$ cat config.mk
export PLATFORM = sky130hd
export DESIGN_NAME = psram_apb_wb_bridge
export DESIGN_NICKNAME = d
export VERILOG_FILES = /design/src/rtl/psram_apb_wb_bridge.sv
export SDC_FILE = /design/constraint.sdc
export NUM_CORES = 1
export LEC_CHECK = 0
export BUFFER_PORTS_ARGS = -buffer_cell sky130_fd_sc_hd__buf_2
export CORE_AREA = 2 2 117 119
export DETAILED_ROUTE_END_ITERATION = 8
export DIE_AREA = 0 0 119 121
export GPL_TIMING_DRIVEN = 0
export PLACE_DENSITY = 0.67
export REMOVE_ABC_BUFFERS = 1
export SYNTH_ARGS = -nofsm -noshare
export SYNTH_HDL_FRONTEND = slang
export SYNTH_SLANG_ARGS = --single-unit
$ cat constraint.sdc
create_clock -name clk_i -period 4.2 [get_ports clk_i]
set_input_delay 0.21 -clock clk_i [delete_from_list [all_inputs] [get_ports clk_i]]
set_output_delay 0.21 -clock clk_i [all_outputs]
set_load 0.1 [all_outputs]
$ cat src/rtl/psram_apb_wb_bridge.sv
// psram_apb_wb_bridge
//   APB slave -> Wishbone master bridge in front of the PSRAM controller.
//   Each APB write strobe pattern is broken into byte-select chunks the
//   controller accepts (1111, 0011, 1100 or a single byte). Each chunk gets
//   its own WB cycle, with a one-cycle idle gap between chunks. Reads are
//   always full words. Accesses outside the PSRAM window, and WB chunks
//   that are never acknowledged, complete with PSLVERR.
// Ports
//   clk_i, rst_i           clock, asynchronous active-high reset
//   paddr..pstrb           APB request (only the access phase is used)
//   pready/prdata/pslverr  APB completion: a single-cycle pulse with its data
//   adr_o..we_o, dat_o     WB master request (stb_o mirrors cyc_o)
//   dat_i, ack_i           WB response
module psram_apb_wb_bridge #(
  parameter logic [31:0] BASE_ADDR      = 32'h8000_0000,
  parameter int          SIZE_LOG2      = 24,
  parameter int          TIMEOUT_CYCLES = 4096
) (
  input  logic        clk_i,
  input  logic        rst_i,
  input  logic [31:0] paddr,
  input  logic        psel,
  input  logic        penable,
  input  logic        pwrite,
  input  logic [31:0] pwdata,
  input  logic [3:0]  pstrb,
  output logic        pready,
  output logic [31:0] prdata,
  output logic        pslverr,
  output logic [31:0] adr_o,
  output logic [31:0] dat_o,
  input  logic [31:0] dat_i,
  output logic [3:0]  sel_o,
  output logic        cyc_o,
  output logic        stb_o,
  output logic        we_o,
  input  logic        ack_i
);

  localparam logic [31:0] OFS_MASK = 32'((64'd1 << SIZE_LOG2) - 64'd1);
  localparam int          CW       = $clog2(TIMEOUT_CYCLES);
  localparam logic [CW-1:0] CNT_LAST = CW'(TIMEOUT_CYCLES - 1);

  typedef enum logic [1:0] {S_IDLE, S_XFER, S_GAP, S_DONE} state_t;

  state_t        r_state, w_state;
  logic [3:0]    r_mask, w_mask;
  logic [3:0]    r_sel, w_sel;
  logic [31:0]   r_adr, w_adr;
  logic [31:0]   r_dat, w_dat;
  logic          r_we, w_we;
  logic          r_cyc, w_cyc;
  logic          r_pready, w_pready;
  logic          r_pslverr, w_pslverr;
  logic [31:0]   r_prdata, w_prdata;
  logic [CW-1:0] r_cnt, w_cnt;
  logic          w_in_win;

  // Next chunk to issue from the remaining strobe mask: a full word goes in
  // one shot; otherwise take the lowest byte, paired with its neighbour only
  // when the two form an aligned halfword.
  function automatic logic [3:0] f_chunk(input logic [3:0] m);
    logic [3:0] c;
    if (m == 4'b1111)  c = 4'b1111;
    else if (m[0])     c = m[1] ? 4'b0011 : 4'b0001;
    else if (m[1])     c = 4'b0010;
    else if (m[2])     c = m[3] ? 4'b1100 : 4'b0100;
    else if (m[3])     c = 4'b1000;
    else               c = 4'b0000;
    return c;
  endfunction

  assign w_in_win = ((paddr ^ BASE_ADDR) & ~OFS_MASK) == 32'h0;

  always_comb begin
    w_state   = r_state;
    w_mask    = r_mask;
    w_sel     = r_sel;
    w_adr     = r_adr;
    w_dat     = r_dat;
    w_we      = r_we;
    w_cyc     = r_cyc;
    w_pready  = 1'b0;
    w_pslverr = r_pslverr;
    w_prdata  = r_prdata;
    w_cnt     = r_cnt;
    case (r_state)
      S_IDLE: begin
        if (psel && penable) begin
          w_pslverr = 1'b0;
          w_adr     = (BASE_ADDR & ~OFS_MASK) | (paddr & OFS_MASK & 32'hFFFF_FFFC);
          w_dat     = pwdata;
          w_cnt     = '0;
          if (!w_in_win) begin
            w_pslverr = 1'b1;
            w_pready  = 1'b1;
            w_state   = S_DONE;
          end else if (!pwrite) begin
            w_we    = 1'b0;
            w_sel   = 4'b1111;
            w_mask  = 4'b1111;
            w_cyc   = 1'b1;
            w_state = S_XFER;
          end else if (pstrb == 4'b0000) begin
            w_pready = 1'b1;
            w_state  = S_DONE;
          end else begin
            w_we    = 1'b1;
            w_mask  = pstrb;
            w_sel   = f_chunk(pstrb);
            w_cyc   = 1'b1;
            w_state = S_XFER;
          end
        end
      end
      S_XFER: begin
        if (ack_i) begin
          w_mask = r_mask & ~r_sel;
          w_cyc  = 1'b0;
          if (!r_we) w_prdata = dat_i;
          if (!r_we || w_mask == 4'b0000) begin
            w_pready = 1'b1;
            w_state  = S_DONE;
          end else begin
            w_state = S_GAP;
          end
        end else if (r_cnt == CNT_LAST) begin
          // Stalled controller: abandon this and any remaining chunks.
          w_cyc     = 1'b0;
          w_mask    = 4'b0000;
          w_pslverr = 1'b1;
          w_pready  = 1'b1;
          w_state   = S_DONE;
        end else begin
          w_cnt = r_cnt + 1'b1;
        end
      end
      S_GAP: begin
        // One idle cycle lets the controller return to idle between chunks.
        w_sel   = f_chunk(r_mask);
        w_cyc   = 1'b1;
        w_cnt   = '0;
        w_state = S_XFER;
      end
      S_DONE: begin
        w_state = S_IDLE;
      end
      default: w_state = S_IDLE;
    endcase
  end

  always_ff @(posedge clk_i or posedge rst_i) begin
    if (rst_i) begin
      r_state   <= S_IDLE;
      r_mask    <= 4'b0000;
      r_sel     <= 4'b0000;
      r_adr     <= 32'h0;
      r_dat     <= 32'h0;
      r_we      <= 1'b0;
      r_cyc     <= 1'b0;
      r_pready  <= 1'b0;
      r_pslverr <= 1'b0;
      r_prdata  <= 32'h0;
      r_cnt     <= '0;
    end else begin
      r_state   <= w_state;
      r_mask    <= w_mask;
      r_sel     <= w_sel;
      r_adr     <= w_adr;
      r_dat     <= w_dat;
      r_we      <= w_we;
      r_cyc     <= w_cyc;
      r_pready  <= w_pready;
      r_pslverr <= w_pslverr;
      r_prdata  <= w_prdata;
      r_cnt     <= w_cnt;
    end
  end

  assign pready  = r_pready;
  assign prdata  = r_prdata;
  assign pslverr = r_pslverr;
  assign adr_o   = r_adr;
  assign dat_o   = r_dat;
  assign sel_o   = r_sel;
  assign cyc_o   = r_cyc;
  assign stb_o   = r_cyc;
  assign we_o    = r_we;

endmodule

==> metrics <==
Hold Path Sink=adr_o[13]; most common library cells after synthesis=183 x nand2_1, 113 x dfrtp_1, 32 x mux2_2; layout cells sized above 1=0.3753; number of port buffers=199; post-route cell area=7198 µm²; Initial DRC Count=202; Clock Pin Slew Worst Setup and Hold Paths=0.05 ns; drt wl/cell=13.95 µm; status=completed; compound-cell area share of the yosys netlist=0.06918; largest net degree at the start of global routing=58; gpl congestion=0.8415; via/cell ratio=4.848; setup TNS=0 ns; mapped cell area=5119 µm²; clock skew=0.009252 ns; Crit. End Element=register; # resized after CTS=0; Non-Filler Instances=922; H-tree depth=4; Core ar.=13090 µm²; final hold vios=0; CTS tree=done; # Max-Cap Violations=0; # fillers=1127; final worst path period need=2.721 ns; antenna violations before repair=0; area grow syn2layout=40.63%; drt first pass iters=6; first-pass GRT wire length=20910 µm; ANT cells=0; TritonCTS Sinks=113; EDFF count, synth=0; Final HPWL DP=9046 µm; Tot GR Track Use=0.1804; Die Wd=119 µm; type of the worst setup path=register to register; slowest stage delay, CP=0.65 ns; Post-Synth XOR/XNOR Area=0; crit path DAT=3.03 ns; I/O pins=211; Final setup viols=0; Yosys top cell area share=0.5524; total wire length=12860 µm; Worst Hold Slack=0.01844 ns; fraction of the yosys area taken by sequential cells=0.5524; unrepaired setup endpoints after global routing=false; Routed Antenna Nets=0; worst reg-to-reg path cell count=6; Die Y=121 µm; Fmax achieved=367.5 MHz; WP buf/inv=1; Initial Utilization=0.3912; Async S/R FF share, synth=1.000; slowest CP cell=and3_2; Hold Path Stages=3; Synth Area in Simple Gates=0.2234; most common cell in the netlist=nand2_1; worst skew pair latency=0.40 ns; flop2flop setup slack=1.48 ns; FP Rows=42; adder-cell area share of the yosys netlist=0.01222; fraction of synthesized area in multiplexers=0.09998; CTS buffer count=17; delay-heaviest family, CP=simple AND/OR/NAND/NOR gates; DRC violation count after routing=0; worst-margin pin slew=0.8269 ns; period utilization=0.6478; main combinational cell family by area after synthesis=simple AND/OR/NAND/NOR gates; via count=4470; crit start category=register; Mapped Cells=503; number of global-route vias before repair=4401; Avg Cell Area, Syn=10.18 µm²; required time of the worst setup path=4.51 ns; leading area contributor after synthesis=dfrtp_1; R2R Path End=r_cnt[5]; dpl cell area=6286 µm²; Longest Clk Path Bufs=2; Cells after DPL=858; Ys Warns=0; grt ovf=0; Unique masters post-synth=57; Worst Path Max Fanout=30; Slew HR=0.4467; post-synthesis register bit count=113; ranking of synthesized cells by area=dfrtp_1 55%, nand2_1 13%, mux2_2 7.0%, mux2i_1 1.6%, buf_4 1.5%; critical-path cell list=inv_1, ha_1, and3_2, o21ai_1, or4_1, o211ai_1; die area=14400 µm²; Root Buffer=clkbuf_16; Final nets=846; max-slew violations=0; reg2reg start=r_state[1]; Top FF cell, synth=dfrtp_1; hold path startpoint=paddr[13]; Hold Crit Class=input port to register
metal layers:
metal  GRT usage  part of all wire
met1      0.2187              0.43
met2      0.3111              0.50
met3     0.04558             0.055
met4     0.06622             0.014
met5           0                 0
worst register-to-register path: stages (launching register included):
cell and delay [ns]:
dfrtp_1 0.40, inv_1 0.14, ha_1 0.46, and3_2 0.65, o21ai_1 0.33, or4_1 0.56
o211ai_1 0.10
worst max path at each step:
stage                     cells past startpoint  startpoint   endpoint
after CTS                                     6  r_state[1]   r_cnt[5]
final                                         6  r_state[1]   r_cnt[5]
after global placement                        2       rst_i   r_cnt[0]
after floorplan                               1       rst_i  adr_o[10]
after detailed placement                      6  r_state[0]   r_cnt[5]
after global routing                          6  r_state[1]   r_cnt[6]
placed cells by master, fill, tap and decap left out, types with 6 or more instances in the layout:
cell	Yosys	layout
dfrtp_1	113	113
nand3_1	9	8
conb_1	1	9
clkbuf_16	0	17
nand2_1	183	183
o211ai_1	6	6
a21oi_1	6	6
mux2i_1	8	8
dlygate4sd3_1	0	34
nor2_1	11	11
or4_1	7	7
o21ai_0	6	6
buf_2	7	199
mux2_2	32	32
inv_1	14	13
stage by stage:
stage / utilization / setup slack (ns)
after floorplan: - / 1.003
after global placement: 0.4740 / -0.2262
after detailed placement: 0.4804 / 1.479
after CTS: 0.5501 / 1.457
after global routing: 0.5501 / 1.206
final: 0.5501 / 1.479
timing repair:
item	in CTS	in global routing
hold endpoints to repair	89	0
setup buffers	0	0
hold buffers	34	0
endpoints found under the setup margin	0	0
kinds of logic after synthesis:
family	count (synthesis)
simple gates	251
flops	113
buf+inv	45
mux	45
compound gates	43
fa+ha+maj	5
other cells	1
layout make-up:
cell class	count	area, µm²	area share
clock buffers	24	491.7	0.06831
repair buffers	236	1411	0.1961
flip-flops and latches	113	2828	0.3928
well taps	176	220.2	0.03059
inverters	14	55.05	0.007648
clock inverters	6	80.08	0.01112
multi-input cells	353	2112	0.2934
state kept, by name, indices dropped and copies added, names as in the netlist, 2 cells and up:
name,count
adr_o,23
sel_o,4
r_cnt,12
r_mask,4
dat_o,32
r_state,2
prdata,32
Power is left out: the tool's default activity adds up to more than one toggle a clock period on the data nets, which glitch-free logic cannot reach.
